--- src/rtl/act_deserializer.sv ---
// -----------------------------------------------------------------------------
// act_deserializer
//
// Input-side producer for the fully-parallel FC neuron layer. It collects a
// stream of WIDTH-bit activations, one per s_valid/s_ready handshake, into an
// IN-entry vector and presents that vector on x under an x_valid/x_ready
// handshake.
//
// Two banks are used. One fills from the stream while the other is held
// bit-stable for the combinational layer. A frame closes on s_last or on the
// IN-th element, whichever comes first. Entries of a short frame that were
// never written read as zero, because a bank is cleared when it is released.
//
// Parameters:
//   WIDTH    activation bit width (matches the layer WIDTH)
//   IN       elements per vector   (matches the layer IN)
//
// Ports:
//   clk      clock; all state changes on the rising edge
//   rst_n    asynchronous active-low reset
//   s_data   streamed activation
//   s_valid  s_data valid
//   s_last   final element of the current frame
//   s_ready  an element can be accepted (depends on state only)
//   x        assembled vector, x[0] .. x[IN-1]
//   x_valid  x holds a complete frame
//   x_ready  consumer has latched or used x; releases the presented bank
//   err_len  (only with ACT_DESER_ERR_EN) sticky flag: a frame reached IN
//            elements without s_last
//
// Configuration macro:
//   ACT_DESER_ERR_EN  when defined, adds the err_len port and its logic.
//                     Data behaviour is the same either way.
// -----------------------------------------------------------------------------
module act_deserializer #(
  parameter int WIDTH = 8,
  parameter int IN    = 128
) (
  input  logic                        clk,
  input  logic                        rst_n,
  input  logic [WIDTH-1:0]            s_data,
  input  logic                        s_valid,
  input  logic                        s_last,
  output logic                        s_ready,
  output logic [0:IN-1][WIDTH-1:0]    x,
  output logic                        x_valid,
  input  logic                        x_ready
`ifdef ACT_DESER_ERR_EN
  ,
  output logic                        err_len
`endif
);

  localparam int               IDX_W    = (IN > 1) ? $clog2(IN) : 1;
  localparam logic [IDX_W-1:0] LAST_IDX = IDX_W'(IN - 1);

  typedef logic [0:IN-1][WIDTH-1:0] bank_t;

  // ---------------------------------------------------------------------------
  // State
  // ---------------------------------------------------------------------------
  bank_t            r_bank [2];
  logic [1:0]       r_full;
  logic             r_wr_sel;
  logic             r_rd_sel;
  logic [IDX_W-1:0] r_idx;

  // ---------------------------------------------------------------------------
  // Handshake decode
  // ---------------------------------------------------------------------------
  logic       w_s_ready;
  logic       w_accept;
  logic       w_at_end;
  logic       w_close;
  logic       w_release;
  logic [1:0] w_full_nxt;

  // s_ready looks only at registered state, so a bank freed on this edge is
  // not written on the same edge; the stream picks it up one cycle later.
  assign w_s_ready = ~r_full[r_wr_sel];
  assign w_accept  = s_valid & w_s_ready;
  assign w_at_end  = (r_idx == LAST_IDX);
  assign w_close   = w_accept & (w_at_end | s_last);
  assign w_release = r_full[r_rd_sel] & x_ready;

  // A release and a frame close on the same edge always target different
  // banks: the released bank is full, the closing bank was not.
  // NOTE: every signal assigned in always_comb gets a default first, so no
  // path can leave it unassigned and infer a latch.
  always_comb begin
    w_full_nxt = r_full;
    if (w_release) w_full_nxt[r_rd_sel] = 1'b0;
    if (w_close)   w_full_nxt[r_wr_sel] = 1'b1;
  end

  // ---------------------------------------------------------------------------
  // Bank storage
  // ---------------------------------------------------------------------------
  // NOTE: the banks are deliberately reset and cleared as a whole, unlike an
  // ordinary RAM. Zero contents are what the layer sees as padding for short
  // frames, and x must read all-zero straight out of reset.
  always_ff @(posedge clk or negedge rst_n) begin
    if (!rst_n) begin
      r_bank[0] <= '0;
      r_bank[1] <= '0;
    end else begin
      for (int b = 0; b < 2; b++) begin
        if (w_release && (r_rd_sel == 1'(b))) begin
          r_bank[b] <= '0;
        end else if (w_accept && (r_wr_sel == 1'(b))) begin
          r_bank[b][r_idx] <= s_data;
        end
      end
    end
  end

  // ---------------------------------------------------------------------------
  // Pointers and full flags
  // ---------------------------------------------------------------------------
  // NOTE: sequential state uses non-blocking assignments only, so every
  // right-hand side above sees the pre-edge values regardless of block order.
  always_ff @(posedge clk or negedge rst_n) begin
    if (!rst_n) begin
      r_full   <= '0;
      r_wr_sel <= 1'b0;
      r_rd_sel <= 1'b0;
      r_idx    <= '0;
    end else begin
      r_full <= w_full_nxt;

      if (w_accept) begin
        if (w_close) begin
          r_wr_sel <= ~r_wr_sel;
          r_idx    <= '0;
        end else begin
          r_idx    <= r_idx + 1'b1;
        end
      end

      if (w_release) begin
        r_rd_sel <= ~r_rd_sel;
      end
    end
  end

`ifdef ACT_DESER_ERR_EN
  // ---------------------------------------------------------------------------
  // Missing-last detection: a frame forced closed at the IN-th element
  // without s_last. An early s_last is legal padding and never flags.
  // ---------------------------------------------------------------------------
  logic r_err_len;

  always_ff @(posedge clk or negedge rst_n) begin
    if (!rst_n) begin
      r_err_len <= 1'b0;
    end else if (w_accept && w_at_end && !s_last) begin
      r_err_len <= 1'b1;
    end
  end

  assign err_len = r_err_len;
`endif

  // ---------------------------------------------------------------------------
  // Outputs
  // ---------------------------------------------------------------------------
  assign s_ready = w_s_ready;
  assign x       = r_bank[r_rd_sel];
  assign x_valid = r_full[r_rd_sel];

endmodule

--- config.mk ---
export PLATFORM = sky130hd
export DESIGN_NAME = act_deserializer
export DESIGN_NICKNAME = d
export VERILOG_FILES = /design/src/rtl/act_deserializer.sv
export SDC_FILE = /design/constraint.sdc
export NUM_CORES = 2
export LEC_CHECK = 0
export ABC_CLOCK_PERIOD_IN_PS = 4400
export CAP_MARGIN = 10
export CORE_MARGIN = 2
export CORE_UTILIZATION = 40
export CTS_BUF_LIST = sky130_fd_sc_hd__clkbuf_8
export DETAILED_ROUTE_END_ITERATION = 16
export DONT_BUFFER_PORTS = 1
export PLACE_DENSITY_LB_ADDON = 0.15
export SLEW_MARGIN = 20
export SYNTH_ARGS = -nofsm -noshare
export SYNTH_HDL_FRONTEND = slang
export SYNTH_SLANG_ARGS = --single-unit
export TNS_END_PERCENT = 30
--- constraint.sdc ---
create_clock -name clk -period 4.4 [get_ports clk]
set_input_delay 0.44 -clock clk [delete_from_list [all_inputs] [get_ports clk]]
set_output_delay 0.44 -clock clk [all_outputs]
set_load 0.05 [all_outputs]
==> Word-level counts from Yosys, hierarchy flattened <==
Cells that the tools add are included.
{ "word_totals": {"mem_bits_ro": 0, "latch_bits": 0, "regBits": 2059, "mem_count": 0, "elab_cells": 313, "ram_bits": 0} }
{ "op_classes": {"shifts": 0, "mux": 22, "add_sub_neg": 1, "n_div": 0, "bitwise_logic": 12, "n_reduce_logical": 10, "order_cmp": 7, "eq_ne": 1, "multipliers": 0} }
{ "op_table": {"columns": ["op", "n"], "rows": [
  ["$mux 1024", 7],
  ["$bwmux 1024", 2],
  ["$demux 8 s7", 1],
  ["$ge 8x8->1 const B", 1],
  ["$lt 8x1->1 const B", 1],
  ["$mux 8", 1],
  ["$not 7->8", 1],
  ["$add 7x1->7 const B", 1],
  ["$eq 7x7->1 const B", 1],
  ["$logic_and 1x1->1", 7],
  ["$mux 7", 1],
  ["$mux 1", 6],
  ["$lt 1x2->1 const B", 2],
  ["$mux 2", 2],
  ["$reduce_bool 2->1", 2],
  ["$and 1x1->1", 3],
  ["$not 1->1", 3],
  ["$and 2x2->2", 1],
  ["$demux 1 s1", 2],
  ["$ge 1x1->1 const B", 2],
  ["$ge 2x2->1 const B", 1],
  ["$not 1->2", 1],
  ["$not 2->2", 1],
  ["$or 2x2->2", 1],
  ["other kinds (2)", 2]
]} }

==> Longest topological paths before layout <==
{ "logic_depth": {"word_depth": 9, "ltp_mapped": 8, "depth_no_buf": 5} }

==> Least setup slack after synthesis <==
Ideal clock, no wire load.
{ "synth_timing": {"path_type": "reg2reg", "startpoint": "reg r_wr_sel", "endpoint": "reg r_idx[6]", "arrival_time_ps": 2340, "required_ps": 4305, "period_less_slack_ps": 2435, "path_slack_ps": 1965, "n_path_buf": 2, "path_stages_with_launch": 7, "cell_sequence": "dfrtp_1 > buf_2 > mux2i_1 > nand2_1 > clkbuf_1 > or2_2 > o31ai_1"} }
{ "synth_between": {"elab_chain_len": 6} }
{ "synth_lines": {"columns": ["element", "line_no", "text"], "rows": [
  ["start, declared", "64", "logic r_wr_sel;"],
  ["start signal, assigned", "133", "r_wr_sel <= ~r_wr_sel;"],
  ["$mux 1 (implied by the code) * (2 in a row)", "80", "assign w_s_ready = ~r_full[r_wr_sel];"],
  ["$not 1->1 *", "80", null],
  ["via s_ready", "44", "output logic s_ready,"],
  ["$and 1x1->1 *", "81", "assign w_accept = s_valid & w_s_ready;"],
  ["$and 1x1->1", "83", "assign w_close = w_accept & (w_at_end | s_last);"],
  ["$mux 7", "132", "if (w_close) begin"],
  ["end signal, assigned", "136", "r_idx <= r_idx + 1'b1;"],
  ["end, declared", "66", "logic [IDX_W-1:0] r_idx;"]
]} }
Mark *: on every way through the listed nets, which the timed path passes. The rest lies on a longest branch. The select of a mux whose other input is x is not followed.
A chain may end at the register's enable or synchronous reset.

==> metrics.txt <==
outcome complete, no violations; PostCTS Resize Cnt 0; chip height 497.7 um; First DRT Iteration DRCs 9,528; fmax 246.2 MHz; largest net degree at the start of global routing 257; Hold WS 0.06992 ns; H-tree levels 5; Leak 0.04657 uW; post-synthesis sequential area ratio 0.5285; worst min-delay path endpoint r_bank[2033]; Tightest Pin Transition 1.227 ns; CTS tree yes; total CTS buffers 381; final setup fails 0; final RePlAce weighted congestion 0.8228; unrepaired setup endpoints after global routing false; total number of vias 82.83k; Fillers 23.05k; first-pass GRT wire length 576,900 um; Unique masters post-synth 43; CP Capture Type asynchronous set/reset pin; max-cap viol count 0; hold_buf cts 16; layout net count 10.23k; global-route total usage across every layer 0.3100; layout cells sized above 1 0.1738; Die W 497.7 um; PD cells 436.6 mW/mm^2; vias in the first global route 79.15k; first drt pass iteration count 6; wire per inst 29.11 um; Worst Hold Depth 4; synthesized area per cell 9.130 um^2; TritonCTS Sinks 2,059; I/O pins 1,039; Slew Limit Headroom 0.1798; Cell Count Post-Placement 12.99k; nature of the critical path startpoint input port; Post-Layout Cell Count 13.69k; IO buf count 0; reg-to-reg endpoint r_bank[1879]; Max VDD drop 425.7 uV; synthesized area 0.09749 mm^2; Main synth FF type dfrtp_1; DPL Wire Length 226,100 um; Layout area overhead 10.89%; DRT Wirelength 398,500 um; Setup CP Type in -> async; Slew Viols, Final 0; register area 0.05153 mm^2; setup TNS 0 ns; Clock Path Buffers 4; multi-input logic area 0.04177 mm^2; CTS clk-pin slew, worst paths 0.06 ns; DRC 0; Req. time, crit path 5.49 ns; Final Hold Fails 0; vias per cell 6.050; Rows 181; Post-CTS Setup Bufs 0; asr flop ratio synth 1.000; warnings from Yosys 0; final period utilization 0.9231; total die area 0.2477 mm^2; worst r2r path cells 5; root buffer cell clkbuf_8; initial antenna violation count 7; CORE AREA 0.2428 mm^2; WP data arrival 5.15 ns; worst skew pair latency 1.10 ns; Clock Skews 0.09173 ns; min-delay src x_ready; R2R Path Start r_idx[0]; syn_nets 10.69k; worst-path maximum fanout 142; R2R setup slack 0.80 ns; Final ANT Viol Nets 0; minimum clock period 4.061 ns; Starting Density 0.4016; total grt overflow 0; Yosys reg bits 2,059; Hold Path Class in -> reg; Cells after Synth 10.68k; EDFF count, synth 0
final cells by class:
class,instances,area share
timing repair buffer,212,0.03121
multi-input combinational,7562,0.3864
clock buffer,471,0.05997
tap,3202,0.03706
sequential,2059,0.4767
clock inverter,171,0.008380
inverter,1,0.00003472
antenna,12,0.0002778
report_power, final:
| group | internal (uW) | switching, uW |
|---|---|---|
| combinational | 2370 | 6910 |
| clock | 9920 | 8410 |
| sequential | 19300 | 305 |
| total | 31600 | 15600 |
logic make-up after synthesis:
logic type / synth area share
adder cells (fa/ha/maj): 0.0001283
AND/OR/NAND/NOR: 0.2028
AO/OA/AOI/OAI: 0.1041
multiplexers: 0.1185
flip-flops: 0.5285
buffers and inverters: 0.04592
cell usage in the layout, fill, tap and decap left out, types with 2 or more instances in the layout:
cell type / netlist / final
nor2_2: 12 / 10
nor2b_1: 5 / 5
and3_1: 2 / 2
o31ai_1: 3 / 3
nor2_1: 254 / 235
dlygate4sd3_1: 0 / 13
clkinv_2: 0 / 32
mux2_2: 1025 / 1025
nand2b_1: 8 / 8
o21ai_1: 169 / 169
or4_1: 2 / 2
nand3_1: 2021 / 2020
dfrtp_1: 2059 / 2058
nand2_1: 2171 / 2155
buf_4: 34 / 85
inv_8: 0 / 3
inv_1: 1 / 121
clkbuf_8: 0 / 471
buf_12: 0 / 71
nor3_2: 1 / 7
clkinvlp_4: 0 / 5
inv_6: 0 / 5
a31oi_1: 2 / 2
diode_2: 0 / 12
o21ai_0: 1847 / 1847
nand4bb_1: 2 / 2
and2_1: 2 / 2
nor2_4: 0 / 21
nand2_2: 0 / 15
buf_16: 0 / 43
a21oi_1: 2 / 2
nor3_4: 8 / 11
bufinv_16: 0 / 6
worst max-delay path by stage:
stage / from / to / slack (ns) / cells after the start
floorplan: r_wr_sel / r_idx[6] / 1.96 / 6
CTS: rst_n / r_bank[943] / 0.03 / 8
global route: rst_n / r_bank[840] / 0.02 / 9
detailed placement: rst_n / r_bank[1902] / 0.42 / 5
finish: rst_n / r_bank[864] / 0.34 / 9
global placement: rst_n / r_bank[1902] / -0.29 / 4
cell usage after synthesis, types with 2 or more instances:
cell type  instances  share of area
and3_1             2        0.00013
nor2_2            12        0.00077
mux2_2          1025           0.12
buf_4             34         0.0026
buf_6             20         0.0023
dfrtp_1         2059           0.53
nand4bb_1          2        0.00023
buf_2            184         0.0094
a21oi_1            2        0.00010
and2_1             2        0.00013
nor3_1            10        0.00051
nor3_4             8         0.0013
nand3_1         2021           0.10
o31ai_1            3        0.00023
o21ai_0         1847          0.095
clkbuf_1         796          0.031
buf_1             21        0.00081
nand2_1         2171          0.084
nor2b_1            5        0.00032
o21ai_1          169         0.0087
nand2b_1           8        0.00051
a31oi_1            2        0.00013
or4_1              2        0.00015
nor2_1           254         0.0098
stage by stage:
step	setup WS (ns)	power, uW	utilization	instance area [um^2]
detailed placement	0.4207	28580	0.4105	99650
global route	0.01916	48850	0.4452	108100
floorplan	1.965	25880	-	97490
global placement	-0.2933	28530	0.4101	99550
CTS	0.03400	47450	0.4423	107400
finish	0.3385	47200	0.4453	108100
worst max-delay path, stage by stage:
cell	delay, ns
dlygate4sd3_1	0.56
dlygate4sd3_1	0.73
buf_16	0.26
buf_16	0.45
buf_16	0.25
buf_16	0.47
buf_16	0.55
buf_16	0.42
buf_16	0.47
sequential cells by signal, indices dropped and copies added (netlist names):
signal,count
r_bank,2048
r_full,2
r_idx,7
r_rd_sel,1
r_wr_sel,1
routing by layer:
| layer | track usage | up-vias | part of all wire |
|---|---|---|---|
| met5 | 0 | - | 0 |
| met4 | 0.1344 | 0 | 0.048 |
| met3 | 0.1051 | 674 | 0.11 |
| met2 | 0.4739 | 3999 | 0.46 |
| met1 | 0.3990 | 42427 | 0.39 |
| li1 | - | 35726 | - |
(Power assumes the default switching activity.)
